$ cat src/rtl/switch_debounce_pkg.sv
// Shared constants and types for the board-switch debouncer.
package switch_debounce_pkg;
  localparam int SW_WIDTH                 = 16;
  localparam int SW_STABLE_CYCLES_DEFAULT = 1000000;
  localparam int SW_STABLE_CYCLES_SIM     = 4;

  // Per-bit edge event raised one cycle after the accepted level moves.
  typedef struct packed {
    logic rise;
    logic fall;
  } sw_edge_t;

  // Counter width: holds 0..n-1 without wrapping.
  function automatic int cnt_w(input int n);
    return (n <= 2) ? 1 : $clog2(n);
  endfunction
endpackage

$ cat src/rtl/switch_debounce_if.sv
// Switch bundle between board pins, the debouncer and the switch read port.
interface switch_debounce_if
  import switch_debounce_pkg::*;
#(
  parameter int WIDTH = SW_WIDTH
);
  logic [WIDTH-1:0] sw_raw;
  logic [WIDTH-1:0] sw_stable;
  logic [WIDTH-1:0] sw_rise;
  logic [WIDTH-1:0] sw_fall;
  logic             sw_changed;

  modport master (
    input  sw_raw,
    output sw_stable, sw_rise, sw_fall, sw_changed
  );

  modport slave (
    output sw_raw,
    input  sw_stable, sw_rise, sw_fall, sw_changed
  );
endinterface

$ cat src/rtl/switch_debounce_bit.sv
// One switch bit: 2-flop synchroniser, stability counter, accepted level, edge flags.
module debounce_bit
  import switch_debounce_pkg::*;
#(
  parameter int STABLE_CYCLES = SW_STABLE_CYCLES_DEFAULT
) (
  input  logic     switclk,
  input  logic     switrst,
  input  logic     raw_i,
  output logic     stable_o,
  output sw_edge_t evt_o,
  output logic     chg_o
);
  localparam int            CW      = cnt_w(STABLE_CYCLES);
  localparam logic [CW-1:0] CNT_MAX = CW'(STABLE_CYCLES - 1);

  logic          sync1_q, sync2_q;
  logic          stable_q, stable_d;
  logic          stable_dly_q;
  logic [CW-1:0] cnt_q, cnt_d;
  sw_edge_t      evt_q;

  // Any cycle where sync2 matches the accepted level restarts the count.
  always_comb begin
    cnt_d    = '0;
    stable_d = stable_q;
    if (sync2_q != stable_q) begin
      if (cnt_q == CNT_MAX) stable_d = sync2_q;
      else                  cnt_d    = cnt_q + CW'(1);
    end
  end

  always_ff @(posedge switclk or posedge switrst) begin
    if (switrst) begin
      sync1_q      <= 1'b0;
      sync2_q      <= 1'b0;
      cnt_q        <= '0;
      stable_q     <= 1'b0;
      stable_dly_q <= 1'b0;
      evt_q        <= '0;
    end else begin
      sync1_q      <= raw_i;
      sync2_q      <= sync1_q;
      cnt_q        <= cnt_d;
      stable_q     <= stable_d;
      stable_dly_q <= stable_q;
      evt_q.rise   <= stable_q & ~stable_dly_q;
      evt_q.fall   <= ~stable_q & stable_dly_q;
    end
  end

  assign stable_o = stable_q;
  assign evt_o    = evt_q;
  // Pre-register change term so the top's sw_changed lines up with rise/fall.
  assign chg_o    = stable_q ^ stable_dly_q;
endmodule

$ cat src/rtl/switch_debounce.sv
// Debounces WIDTH board switches; one debounce_bit per switch plus a shared change flag.
module switch_debounce
  import switch_debounce_pkg::*;
#(
  parameter int WIDTH         = SW_WIDTH,
  parameter int STABLE_CYCLES = SW_STABLE_CYCLES_DEFAULT
) (
  input  logic             switclk,
  input  logic             switrst,
  switch_debounce_if.master sw
);
  logic [WIDTH-1:0] stable, rise, fall, chg;
  sw_edge_t [WIDTH-1:0] evt;
  logic changed_q;

  for (genvar i = 0; i < WIDTH; i++) begin : g_bit
    debounce_bit #(.STABLE_CYCLES(STABLE_CYCLES)) u_bit (
      .switclk  (switclk),
      .switrst  (switrst),
      .raw_i    (sw.sw_raw[i]),
      .stable_o (stable[i]),
      .evt_o    (evt[i]),
      .chg_o    (chg[i])
    );
    assign rise[i] = evt[i].rise;
    assign fall[i] = evt[i].fall;
  end

  always_ff @(posedge switclk or posedge switrst) begin
    if (switrst) changed_q <= 1'b0;
    else         changed_q <= |chg;
  end

  assign sw.sw_stable  = stable;
  assign sw.sw_rise    = rise;
  assign sw.sw_fall    = fall;
  assign sw.sw_changed = changed_q;
endmodule

$ cat src/flat_wrapper.sv
// flat-port wrapper written by rule: the top's interface ports become plain ports
module switch_debounce_flat import switch_debounce_pkg::*;
#(
  parameter int WIDTH         = SW_WIDTH,
  parameter int STABLE_CYCLES = SW_STABLE_CYCLES_DEFAULT
)
  (switclk, switrst, sw_sw_raw, sw_sw_stable, sw_sw_rise, sw_sw_fall, sw_sw_changed);
  switch_debounce_if #(.WIDTH(WIDTH)) sw_i ();
  input  logic switclk;
  input  logic switrst;
  input wire logic [$bits(sw_i.sw_raw)-1:0] sw_sw_raw;
  output wire logic [$bits(sw_i.sw_stable)-1:0] sw_sw_stable;
  output wire logic [$bits(sw_i.sw_rise)-1:0] sw_sw_rise;
  output wire logic [$bits(sw_i.sw_fall)-1:0] sw_sw_fall;
  output wire logic [$bits(sw_i.sw_changed)-1:0] sw_sw_changed;
  assign sw_i.sw_raw = sw_sw_raw;
  assign sw_sw_stable = sw_i.sw_stable;
  assign sw_sw_rise = sw_i.sw_rise;
  assign sw_sw_fall = sw_i.sw_fall;
  assign sw_sw_changed = sw_i.sw_changed;
  switch_debounce #(.WIDTH(WIDTH), .STABLE_CYCLES(STABLE_CYCLES)) u_core (.switclk(switclk), .switrst(switrst), .sw(sw_i));
endmodule
$ cat config.mk
export PLATFORM = sky130hd
export DESIGN_NAME = switch_debounce_flat
export DESIGN_NICKNAME = d
export VERILOG_FILES = /design/src/rtl/switch_debounce_pkg.sv /design/src/rtl/switch_debounce_if.sv /design/src/rtl/switch_debounce_bit.sv /design/src/rtl/switch_debounce.sv /design/src/flat_wrapper.sv
export SDC_FILE = /design/constraint.sdc
export NUM_CORES = 1
export LEC_CHECK = 0
export BUFFER_PORTS_ARGS = -buffer_cell sky130_fd_sc_hd__buf_2
export CAP_MARGIN = 30
export CELL_PAD_IN_SITES_DETAIL_PLACEMENT = 0
export CELL_PAD_IN_SITES_GLOBAL_PLACEMENT = 2
export CORE_MARGIN = 2
export CORE_UTILIZATION = 41
export CTS_CLUSTER_SIZE = 40
export DETAILED_ROUTE_END_ITERATION = 7
export GPL_ROUTABILITY_DRIVEN = 1
export PLACE_DENSITY = 0.82
export SYNTH_ARGS = -nofsm -noshare
export SYNTH_HDL_FRONTEND = slang
export SYNTH_HIERARCHICAL = 1
export SYNTH_SLANG_ARGS = --single-unit
$ cat constraint.sdc
create_clock -name switclk -period 2.69 [get_ports switclk]
set_input_delay 0.4035 -clock switclk [delete_from_list [all_inputs] [get_ports switclk]]
set_output_delay 0.4035 -clock switclk [all_outputs]
set_load 0.1 [all_outputs]
# --- Yosys cells after proc, flatten, opt, wreduce, memory -nomap -nowiden ---
# Index checks and enable logic that the tools add are counted.
totals:
  register_bits: 417
  latch_bits: 0
  ram_bits: 0
  romBits: 0
  input_bits: 18
  out_inout_bits: 49
  n_memories: 0
classes:
  n_addsub: 16
  mul: 0
  div_mod_pow: 0
  n_lt_le_gt_ge: 0
  eq_ne: 32
  shifts: 0
  mux: 32
  bitwise: 80
  reduce_logical: 17
ops:
  columns: ["cell", "count"]
  rows:
  - ["$mux W20", 32]
  - ["$add A20 B1 Y20 const B", 16]
  - ["$eq A20 B20 Y1 const B", 16]
  - ["$and A1 B1 Y1", 32]
  - ["$not A1 Y1", 32]
  - ["$reduce_and A2 Y1", 16]
  - ["$ne A1 B1 Y1", 16]
  - ["$reduce_or A16 Y1", 1]
  - ["$xor A1 B1 Y1", 16]

# --- Depth between registers and ports, before layout ---
depth:
  ltp_word: 3
  mapped_depth: 7
  depth_no_buf: 5

# --- By module ---
# The synthesis kept the hierarchy.
modules_own_cells:
  columns: ["module", "instances", "cells_each", "area_per_inst_um2", "seq_area_each_um2"]
  rows:
  - ["debounce_bit (u_core.g_bit[0].u_bit ...)", 15, 119, 1223.7, 650.6]
  - ["debounce_bit (u_core.g_bit[1].u_bit)", 1, 119, 1214.9, 650.6]
  - ["switch_debounce", 1, 7, 60.1, 25.0]

# --- Least setup slack after synthesis ---
# No wires, ideal clock.
synth_timing:
  path_type: "register to register"
  start: "register u_core.g_bit[0].u_bit.cnt_q[11]"
  end: "register u_core.g_bit[0].u_bit.stable_q"
  setup_ns: 0.126
  arrival_ns: 1.863
  slack_ns: 0.701
  stages_incl_launch_ff: 5
  synth_period_minus_slack_ns: 1.989
  path_cell_list: "dfrtp_1 > or4_1 > or4_4 > nor2_1 > mux2_2"
synth_via:
  elab_chain_len: 2
synth_lines:
  columns: ["element", "line_no", "text"]
  rows:
  - ["from (decl)", "switch_debounce_bit.sv:20", "logic [CW-1:0] cnt_q, cnt_d;"]
  - ["from (signal assigned)", "switch_debounce_bit.sv:44", "cnt_q <= cnt_d;"]
  - ["$eq A20 B20 Y1", "switch_debounce_bit.sv:28", "if (cnt_q == CNT_MAX) stable_d = sync2_q;"]
  - ["$reduce_and A2 Y1 (no source line)", null, null]
  - ["to (signal assigned)", "switch_debounce_bit.sv:45", "stable_q <= stable_d;"]
  - ["to (decl)", "switch_debounce_bit.sv:18", "logic stable_q, stable_d;"]
# No other way between the ends.
# A chain may end at the register's enable or synchronous reset.

# --- Worst setup path in the final report ---
layout_timing:
  start: "register u_core.g_bit[14].u_bit.cnt_q[11]"
  end: "register u_core.g_bit[14].u_bit.cnt_q[12]"
layout_via:
  elab_chain_len: 3
layout_lines:
  columns: ["element", "line_no", "text"]
  rows:
  - ["from (decl)", "switch_debounce_bit.sv:20", null]
  - ["from (signal assigned)", "switch_debounce_bit.sv:44", null]
  - ["$add A20 B1 Y20 / $eq A20 B20 Y1 (equally long branches)", "switch_debounce_bit.sv:29, switch_debounce_bit.sv:28", null]
  - ["$mux W20 (*)", "switch_debounce_bit.sv:28", null]
  - ["$mux W20 (*)", "switch_debounce_bit.sv:27", "if (sync2_q != stable_q) begin"]
  - ["named net u_core.g_bit[14].u_bit.cnt_d[12]", "switch_debounce_bit.sv:20", null]
# Mark *: on every way through the listed nets, which the timed path passes. The rest lies on a longest branch.

==> key figures <==
Power and ir drop
  • Internal power summed over all cells: 0.0104 W
  • Power spent charging and discharging nets: 0.00285 W
  • Leakage power summed over all cells: 9.38 nW
  • Worst supply voltage drop on vdd: 0.419 mV
  • Total power density per cell area: 590 mW/mm²
  • Reg power frac: 48.4%
  • Overall power after layout: 0.0133 W
  • Combinational share of power: 2.9%
  • Clock power share: 48.7%
  • Switch share: 21.5%

Die
  • Initial standard-cell utilization of the core: 41.3%
  • Die Y-Extent: 223 µm
  • Die X: 223 µm
  • Standard cell core area: 0.0475 mm²
  • Number of core rows: 80
  • Total Die Area: 0.0496 mm²
  • Ports placed on the boundary: 67

Clock tree
  • Count of H-tree levels built during CTS: 2
  • Count of hold buffers inserted by post-cts repair: 17
  • Number of clock buffers inserted by TritonCTS: 48
  • Clock Pin Slew Worst Setup and Hold Paths: 0.06 ns
  • Largest buffer count on any clock path: 3
  • Clock Sink Count: 417
  • CTS tree: built
  • Post CTS Setup Buffer Count: 0
  • Number of cells upsized or downsized after cts: 0
  • Clock latency reported for the late side of the worst-skew pair: 0.56 ns
  • Clock Tree Root: sky130_fd_sc_hd__clkbuf_16

Final layout
  • Layout overhead on the synthesized area: 14.6%
  • Number of cells in the finished layout apart from fillers: 2688
  • Antenna diodes: 0
  • Layout cell share with drive strength beyond 1: 12.9%
  • Commonest non-fill, non-tap cell in the layout: sky130_fd_sc_hd__dfrtp_1
  • Most used cells in the layout excluding fill and tap cells: 417 x sky130_fd_sc_hd__dfrtp_1, 344 x sky130_fd_sc_hd__nor2_1, 200 x sky130_fd_sc_hd__xnor2_1, 172 x sky130_fd_sc_hd__inv_1, 94 x sky130_fd_sc_hd__nand3_1
  • Total number of nets in the final design: 2110
  • Count of filler cells inserted in the layout: 4424

Global routing
  • Number of global-route vias before repair: 13.7k
  • Largest net degree at the start of global routing: 27
  • Wire length of the first global-routing pass: 67300 µm
  • Total global-route track usage: 16.2%
  • Antenna violations before repair: 1
  • Remaining Overflow, GRT: 0

STA
  • Clock Skew: 0.0102 ns
  • Slew margin rel.: 54.8%
  • Final count of hold timing violations: 0
  • Final setup violation count: 0
  • RSZ-0062 raised after global routing: false
  • Actual transition at the worst max-transition pin: 0.672 ns
  • Final max-slew violation count: 0
  • Post-Route Setup TNS: 0 ns
  • Final cycle utilization of the critical path: 83.3%
  • Post-route worst setup slack: 0.449 ns
  • Minimum period implied by the final worst setup slack: 2.24 ns
  • Peak Freq: 0.446 GHz

Worst hold path
  • Kind of path behind the tightest hold check: reg -> reg

Placement
  • Dpl hpwl: 25600 µm
  • IO Port Bufs: 66
  • RD Place Congestion: 0.768
  • Placement Setup Slack: 0.451 ns
  • Number of placed instances, taps included: 2592

Routing
  • Drt first pass iters: 5
  • Wire length per cell: 14.4 µm
  • Average via count per standard cell: 5.09
  • Drt initial violations: 708
  • Post-DRT Antenna Nets: 0
  • Vias: 13.7k
  • Residual DRC count: 0
  • Final WL: 38800 µm

Yosys
  • Post-Syn Nets: 1977
  • Netlist area before placement: 0.0196 mm²
  • Count of different cell masters after synthesis: 34
  • Synth async-reset ratio: 100%
  • Number of synthesized flops with an enable pin: 0
  • Most used flip-flop cell after synthesis: sky130_fd_sc_hd__dfrtp_1
  • Mapped Cells: 1911
  • Register area share after synthesis: 53.2%
  • Synthesized area per cell: 10.3 µm²
  • Total number of yosys warnings: 6
  • Flops & latches, synth: 417

Status
  • Run status: finished clean

Run
  • Max-cap violation count: 0

Worst setup path
  • Crit end category: flop
  • Crit Path Class: reg -> reg
  • Data required time at the worst endpoint: 3.11 ns
  • Category of the worst setup path launch point: flop
  • Critical path data arrival time: 2.66 ns
  • Crit path max fanout: 19
[synth_stat cells, drive strengths merged, types with 16 or more instances]
cell	n	area (µm²)
buf	18	184
nor2	344	1290
ha	48	601
xnor2	200	1750
or4	48	417
dfrtp	417	10400
clkbuf	17	63.8
inv	172	646
and3	18	113
mux2	16	180
nand2	54	203
o21ai	34	339
nand3	95	480
or3	20	125
xor2	52	455
nor4	82	513
a21oi	37	185
nor3	60	300
nand4	79	494
[layer usage]
layer  share of wire [%]  routed length (µm)  track usage, %  vias up
met1                  49               19200            22.6     6651
met5                   0                   0               0        -
met3                 3.4                1320            2.70       70
met2                  45               17300            25.4      165
met4                 2.7                1060            5.74        0
li1                    -                   -               -     6798
[logic make-up after synthesis]
logic type	count (synthesis)	synth area share, %
compound gates	105	4.36
xor+xnor	252	11.2
fa+ha+maj	48	3.06
buf+inv	207	4.55
flops	417	53.2
mux	16	0.918
simple gates	866	22.7
[final timing paths]
check / depth (start not counted) / end / startpoint / slack [ns]
max: 4 / u_core/g_bit[14].u_bit/cnt_q[12]$_DFF_PP0_ / u_core/g_bit[14].u_bit/cnt_q[11]$_DFF_PP0_ / 0.45
min: 0 / u_core/g_bit[0].u_bit/sync2_q$_DFF_PP0_ / u_core/g_bit[0].u_bit/sync1_q$_DFF_PP0_ / 0.34
max reg2reg: 4 / u_core/g_bit[14].u_bit/cnt_q[12]$_DFF_PP0_ / u_core/g_bit[14].u_bit/cnt_q[11]$_DFF_PP0_ / 0.45
min reg2reg: 0 / u_core/g_bit[0].u_bit/sync2_q$_DFF_PP0_ / u_core/g_bit[0].u_bit/sync1_q$_DFF_PP0_ / 0.34
max in group asynchronous: 4 / u_core/g_bit[11].u_bit/cnt_q[19]$_DFF_PP0_ / switrst / 1.40
min in group asynchronous: 3 / u_core/sw.sw_changed$_DFF_PP0_ / switrst / 0.49
[sequential cells by signal (all words and copies together), names as in the netlist]
register                         count
u_core/g_bit.u_bit/stable_o         16
u_core/g_bit.u_bit/sync1_q          16
u_core/g_bit.u_bit/evt_o            32
u_core/sw.sw_changed                 1
u_core/g_bit.u_bit/sync2_q          16
u_core/g_bit.u_bit/stable_dly_q     16
u_core/g_bit.u_bit/cnt_q           320
[per-stage QoR]
stage	util (%)	cell area, µm²	hold slack [ns]
6_report	47.3	22500	0.344
5_1_grt	47.3	22500	0.356
4_1_cts	47.3	22500	0.335
3_5_place_dp	43.6	20800	0.335
3_3_place_gp	43.6	20800	0.333
2_1_floorplan	-	19600	0.132
[power groups by stage]
stage	Clock [W]	Sequential [W]	Combinational, W
after floorplan	0	0.00652	0.000283
after global placement	0	0.00653	0.000371
after detailed placement	0	0.00654	0.000383
after CTS	0.00670	0.00642	0.000404
after global routing	0.00696	0.00643	0.000449
final	0.00645	0.00642	0.000383
[critical path, stage by stage (launching register included)]
cell	delay, ns
sky130_fd_sc_hd__dfrtp_1	0.44
sky130_fd_sc_hd__or4_1	0.55
sky130_fd_sc_hd__or4_4	0.53
sky130_fd_sc_hd__o21ai_4	0.46
sky130_fd_sc_hd__nor2_1	0.12
[final cells by class]
type	count	area, µm²	share of cell area, %
clock inverter	12	143	0.634
timing repair buffer	118	763	3.39
sequential	417	10400	46.4
inverter	172	646	2.87
clock buffer	67	1420	6.33
tap	615	769	3.42
multi-input combinational	1287	8310	36.9
No activity file was read; power rests on OpenSTA's default activity.
